**config.mk**
```make
export PLATFORM = sky130hd
export DESIGN_NAME = div_cfg_select
export DESIGN_NICKNAME = d
export VERILOG_FILES = /design/src/rtl/div_cfg_pkg.sv /design/src/rtl/div_cfg_select.sv
export SDC_FILE = /design/constraint.sdc
export NUM_CORES = 1
export LEC_CHECK = 0
export CAP_MARGIN = 25
export CORE_ASPECT_RATIO = 0.9
export CORE_MARGIN = 5
export CORE_UTILIZATION = 34
export DETAILED_ROUTE_END_ITERATION = 10
export GPL_TIMING_DRIVEN = 1
export SYNTH_ARGS = -nofsm -noshare
export SYNTH_HDL_FRONTEND = slang
export SYNTH_SLANG_ARGS = --single-unit
```
**constraint.sdc**
```tcl
create_clock -name clk_i -period 1.8 [get_ports clk_i]
set_clock_uncertainty 0.15 [all_clocks]
set_input_delay 0.27 -clock clk_i [delete_from_list [all_inputs] [get_ports clk_i]]
set_output_delay 0.27 -clock clk_i [all_outputs]
set_load 0.03 [all_outputs]
```
**src/rtl/div_cfg_pkg.sv**
```systemverilog
// Shared types and defaults for the divider-ratio source selector.
// The selector and the clk_div top both import this package.
package div_cfg_pkg;

  typedef enum logic {
    IDLE = 1'b0,
    PEND = 1'b1
  } div_state_e;

  localparam int DIV_DW_DEF      = 8;
  localparam int DIV_DEFAULT_DEF = 1;
  localparam int REJ_CNT_W       = 8;

endpackage

```
**src/rtl/div_cfg_select.sv**
```systemverilog
// Selects one of CH_NUM receive channels and range-checks its value. A good value is
// staged, then committed to the divider only on a period-boundary ack from the divider.
//
// Handshake: a staged value is offered while div_upd_o is high (the request). div_ack_i
// is a one-cycle acknowledge that is honoured only while the request is high. The staged
// value moves to div_data_o on the clock edge that ends the ack cycle.
module div_cfg_select
  import div_cfg_pkg::*;
#(
  parameter int CH_NUM      = 3,
  parameter int DW          = DIV_DW_DEF,
  parameter int DEFAULT_DIV = DIV_DEFAULT_DEF,
  parameter int MIN_DIV     = 1,
  parameter int MAX_DIV     = 2**DW - 1,
  parameter int SEL_W       = $clog2(CH_NUM + 1)
) (
  input  logic                   clk_i,
  input  logic                   rst_n,
  input  logic [SEL_W-1:0]       sel_i,
  input  logic [CH_NUM*DW-1:0]   ch_data_i,
  input  logic [CH_NUM-1:0]      ch_done_i,
  input  logic                   div_ack_i,
  output logic [DW-1:0]          div_data_o,
  output logic                   div_upd_o,
  output logic                   rej_o,
  output logic [REJ_CNT_W-1:0]   rej_cnt_o,
  output div_state_e             dbg_state_o
);

  typedef struct packed {
    logic          hit;
    logic          ok;
    logic [DW-1:0] val;
  } pick_t;

  // Channel mux plus unsigned range check. A select value of CH_NUM or above never hits.
  function automatic pick_t pick(input logic [SEL_W-1:0]     sel,
                                 input logic [CH_NUM*DW-1:0] data,
                                 input logic [CH_NUM-1:0]    done);
    pick_t       p;
    logic [31:0] v32;
    p = '0;
    for (int k = 0; k < CH_NUM; k++) begin
      if (sel == SEL_W'(k)) begin
        p.hit = done[k];
        p.val = data[k*DW +: DW];
      end
    end
    v32  = 32'(p.val);
    p.ok = (v32 >= 32'(MIN_DIV)) && (v32 <= 32'(MAX_DIV));
    return p;
  endfunction

  div_state_e           state_q, state_d;
  logic [DW-1:0]        stage_q, stage_d;
  logic [DW-1:0]        div_q, div_d;
  logic                 rej_q, rej_d;
  logic [REJ_CNT_W-1:0] cnt_q, cnt_d;
  logic [SEL_W-1:0]     sel_q, sel_d;

  pick_t pk;
  logic  acc_ok;
  logic  acc_bad;
  logic  sel_chg;

  always_comb begin
    pk      = pick(sel_i, ch_data_i, ch_done_i);
    acc_ok  = pk.hit & pk.ok;
    acc_bad = pk.hit & ~pk.ok;
    sel_chg = (sel_i != sel_q);

    state_d = state_q;
    stage_d = stage_q;
    div_d   = div_q;
    sel_d   = sel_i;
    rej_d   = acc_bad;
    cnt_d   = (acc_bad && (cnt_q != '1)) ? cnt_q + 1'b1 : cnt_q;

    case (state_q)
      IDLE: begin
        if (acc_ok) begin
          stage_d = pk.val;
          state_d = PEND;
        end
      end
      PEND: begin
        // A select change aborts the pending value, and it also suppresses a same-cycle ack.
        if (sel_chg) begin
          if (acc_ok) begin
            stage_d = pk.val;
          end else begin
            state_d = IDLE;
          end
        end else begin
          if (div_ack_i) begin
            div_d = stage_q;
            if (!acc_ok) begin
              state_d = IDLE;
            end
          end
          if (acc_ok) begin
            stage_d = pk.val;
          end
        end
      end
      default: state_d = IDLE;
    endcase
  end

  always_ff @(posedge clk_i or negedge rst_n) begin
    if (!rst_n) begin
      state_q <= IDLE;
      stage_q <= DW'(DEFAULT_DIV);
      div_q   <= DW'(DEFAULT_DIV);
      rej_q   <= 1'b0;
      cnt_q   <= '0;
      sel_q   <= '0;
    end else begin
      state_q <= state_d;
      stage_q <= stage_d;
      div_q   <= div_d;
      rej_q   <= rej_d;
      cnt_q   <= cnt_d;
      sel_q   <= sel_d;
    end
  end

  assign div_data_o  = div_q;
  assign div_upd_o   = (state_q == PEND);
  assign rej_o       = rej_q;
  assign rej_cnt_o   = cnt_q;
  assign dbg_state_o = state_q;

endmodule

```
# Word-level counts from Yosys, hierarchy flattened
# Cells that the tools add are included.
# totals
ff_bits	28
in_bits	32
out_inout_bits	19
word_cells	31
# classes
addsub	1
order_cmp	1
eq_ne	4
n_mux	11
bitwise_logic	5
reduce_logical	3
# ops
cell	n
2-to-1 mux 8 bit	4
adder 8 x 1 -> 8 bit (second input constant)	1
greater-or-equal comparator 8 x 1 -> 1 bit (second input constant)	1
!= test 8 bit (second input constant)	1
2-to-1 mux 1 bit	6
NOT 1 bit	3
AND reduction 3 bit	1
bitwise AND 1 bit	2
== test 2 x 1 -> 1 bit (second input constant)	1
== test 2 bit (second input constant)	1
zero test 2 bit	1
!= test 2 bit	1
one-hot mux 1 bit (2 select lines)	1
logical AND 1 bit	1

# Longest topological paths before layout
# depth
word_depth	10
depth_mapped	7
mapped_depth_nobuf	7

# Worst setup path before layout
# No wires, ideal clock.
# synth_path
path_type	input-to-reg
startpoint	in sel_i[0]
endpoint	reg stage_q[1]
arrival_ps	1668
path_slack_ps	-143
stages	7
path_buffers	1
cell_sequence	nor2b_1 buf_2 o2bb2ai_1 nor4_1 and2_4 nor2_4 mux2_4
# synth_via
elab_chain_len	6
word_cells_on_any_way	12
classes_between	order compare (1); eq/ne (2); mux (7); bitwise (1); reduce/logical (1)
# synth_rtl
item	line	text
start: declaration	div_cfg_select.sv:19	input logic [SEL_W-1:0] sel_i,
zero test 2 bit	div_cfg_select.sv:44	if (sel == SEL_W'(k)) begin
2-to-1 mux 8 bit (3 in series)	div_cfg_select.sv:44	
greater-or-equal comparator 8 x 1 -> 1 bit	div_cfg_select.sv:50	p.ok = (v32 >= 32'(MIN_DIV)) && (v32 <= 32'(MAX_DIV));
bitwise AND 1 bit	div_cfg_select.sv:68	acc_ok = pk.hit & pk.ok;
end signal: assignment	div_cfg_select.sv:113	stage_q <= DW'(DEFAULT_DIV);
end signal: assignment	div_cfg_select.sv:120	stage_q <= stage_d;
end: declaration	div_cfg_select.sv:55	logic [DW-1:0] stage_q, stage_d;
# Parallel ways exist; a longest one is shown, timed or not. The select of a mux whose other input is x is not followed.
# A chain may end at the register's enable or synchronous reset.

# Worst setup path after layout
# layout_path
startpoint	in sel_i[1]
endpoint	reg stage_q[5]
# The elaborated chain is that of the path after synthesis.

==> reports/results.ini <==
[yosys]
yosysUniqueCellTypes = 26
syn_nets = 136
synth_warnings = 0
syn_avg_cell_area_sq_um = 13.35
synthArstFlopShare = 1.000
netlist_instances = 103
yosys.area.top_type = dfrtp_1
ys_ff_latch = 28
synth_flop_cell = dfrtp_1
synth_commonest_cells = 26 x dfrtp_1, 9 x mux2i_1, 8 x mux2_2, 8 x mux2_4, 8 x o2bb2ai_1
synth_edf_count = 0
ys_top_cells_by_area = dfrtp_1 47%, mux2_4 8.7%, mux2i_1 6.6%
synth_most_common_cell = dfrtp_1
synth-seq-area-share = 0.5114
synth_top_area_frac = 0.4732
syn_area_sq_mm = 0.001375

[timing]
slew_viol_final = 0
setup_viol = 7
min_period_ns = 1.827
fin_ws_ns = -0.02737
rsz0062_at_grt = true
slew_headroom = 0.7549
fin_crit_sh = 1.015
hold_ws_ns = 0.2127
fmax_mhz = 547.2
hold_viol = 0
worstMarginPinSlew_ns = 0.3677

[setup_path]
critPathCaptureType = flop
crit_top_cell = buf_12
start_kind = primary input
crit_fanout = 7
cp.required_ns = 1.82
cp_slowest_stage_delay_ns = 0.30
arrival_ns = 1.85
crit_chain = buf_8, buf_12, mux2i_4, o2bb2ai_4, nor4_4, and2_4, nor2_4, buf_12, mux2_4
path_buf_inv = 3
cp_top_family = simple AND/OR/NAND/NOR gates
cpMaxStageDelayCell = nor4_4
critPathKind = primary input to flop

[global_route]
grt_max_degree = 29
grt_overflow = 0
grt_pass1_vias = 1236
track_usage = 0.1461
grt_pass1_wl_mm = 6.320
grt_antenna_before_repair = 0

[routing]
routed_wirelength_mm = 3.910
firstDrtPassIters = 4
antenna_left = 0
viasPerCell = 5.026
drc = 0
route.detailed.wl_per_inst_um = 17.00
vias = 1156
initialDrtViolationCount = 69

[layout]
layout-drive-gt1-share = 0.4396
final_core_util = 0.6201
diodes = 0
instances_no_fill = 230
areaGrowthSynthToFinish_pct = 79.98
nets = 216
num-fill-cells = 319
finalInstanceArea_sq_mm = 0.002475

[min_path]
holdCritPathClass = primary input to asynchronous set/reset pin

[clocking]
h-tree-depth = 1
clock_sinks = 28
clkLatencyLatePin_ns = 0.28
clkTransAtPathRegs_ns = 0.10
cts_buffers = 3
cts_tree = done
cts_root_buf = clkbuf_8
cts.path.max_buffers = 2

[floorplanning]
die_y_um = 70.33
start_util = 0.3445
fp.dieW_um = 77.04
dieArea_sq_mm = 0.005418
rows = 22
ios = 51
coreArea_sq_mm = 0.003991

[place]
dp_slack_ns = -0.8180
io_buffer_count = 50
postPlaceCellArea_sq_mm = 0.002105
place_inst = 218
finalWeightedCongestion = 0.8219
dp_hpwl_mm = 2.797

[run_status]
status = finished with violations
violations = setup timing

[job]
maxCapViolCount = 0

[pwr]
p_leak_nw = 1.150
vdd_drop_max_mv = 0.5651
power_density_mw_per_mm2 = 933.7

==> layer usage <==
metal / track usage / vias to the layer above / part of all wire / wire length (um)
met5: 0 / - / 0 / 0
met1: 0.1971 / 588 / 0.44 / 1722
met2: 0.2319 / 26 / 0.51 / 1993
li1: - / 536 / - / -
met4: 0.05916 / 0 / 0.021 / 83
met3: 0.02448 / 6 / 0.028 / 110
==> cell families (layout without fill, tap and decap cells) <==
logic type / after synthesis / in the layout / synth area share
flops: 28 / 28 / 0.5114
fa+ha+maj: 1 / 1 / 0.009098
xor+xnor: 8 / 8 / 0.05095
mux: 26 / 26 / 0.2266
compound gates: 13 / 13 / 0.08554
buf+inv: 4 / 83 / 0.02093
simple gates: 23 / 23 / 0.09554
==> cell usage in the layout (no fill, tap or decap), types with 2 or more instances in the layout <==
| cell | instances |
|---|---|
| dlygate4sd2_1 | 28 |
| dfrtp_1 | 24 |
| buf_4 | 22 |
| clkdlybuf4s50_1 | 16 |
| mux2_4 | 8 |
| mux2_2 | 8 |
| mux2i_4 | 5 |
| o2bb2ai_4 | 5 |
| nand3_1 | 5 |
| xnor2_1 | 4 |
| xor2_1 | 4 |
| dlymetal6s2s_1 | 4 |
| buf_12 | 4 |
| mux2i_1 | 3 |
| o2bb2ai_2 | 3 |
| nor2_1 | 3 |
| clkbuf_8 | 3 |
| buf_6 | 3 |
| nor4_4 | 2 |
| nand4_1 | 2 |
| nor3_2 | 2 |
| nor3_1 | 2 |
| a21oi_1 | 2 |
| dfstp_2 | 2 |
| dfrtp_2 | 2 |
==> metrics by stage <==
stage | setup TNS, ns | power [W]
after floorplan | -0.4448 | 0.001350
after global placement | -14.20 | 0.001756
after detailed placement | -15.79 | 0.001773
after CTS | -0.01053 | 0.002306
after global routing | -0.4677 | 0.002409
final | -0.1003 | 0.002311
==> repair_timing <==
| item | 4_1_cts | 5_1_grt |
|---|---|---|
| resized for setup | 67 | 13 |
| setup buffers | 6 | 2 |
| pin swaps | 11 | 4 |
| hold buffers | 0 | 0 |
| setup endpoints to repair | 35 | 17 |
==> area by class of cell <==
cell class	instances	area, sq um	share of cell area
clock buffer	3	41.29	0.01668
clock inverter	1	30.03	0.01213
multi-input combinational	71	883.3	0.3569
sequential	28	705.7	0.2851
tap	48	60.06	0.02427
timing repair buffer	79	754.5	0.3049
==> power by group <==
group          switching (W)  internal (W)
Combinational       0.000464      0.000482
Clock               0.000196      0.000298
Sequential         0.0000825      0.000789
==> state kept, by name, summed over array words and instances, names as in the netlist <==
register,flops
sel_q,2
rej_cnt_o,8
rej_o,1
stage_q,8
div_data_o,8
dbg_state_o,1
==> worst paths after layout <==
kind	startpoint	endpoint	slack [ns]	cells after the start
max reg2reg	rej_cnt_o[0]	rej_cnt_o[1]	0.08	6
max	sel_i[1]	stage_q[5]	-0.03	9
min reg2reg	div_data_o[5]	div_data_o[5]	0.36	1
max in group asynchronous	rst_n	div_data_o[0]	0.97	2
min in group clk_i	sel_i[0]	sel_q[0]	0.23	2
min	rst_n	div_data_o[2]	0.21	2
(Power assumes the default switching activity.)
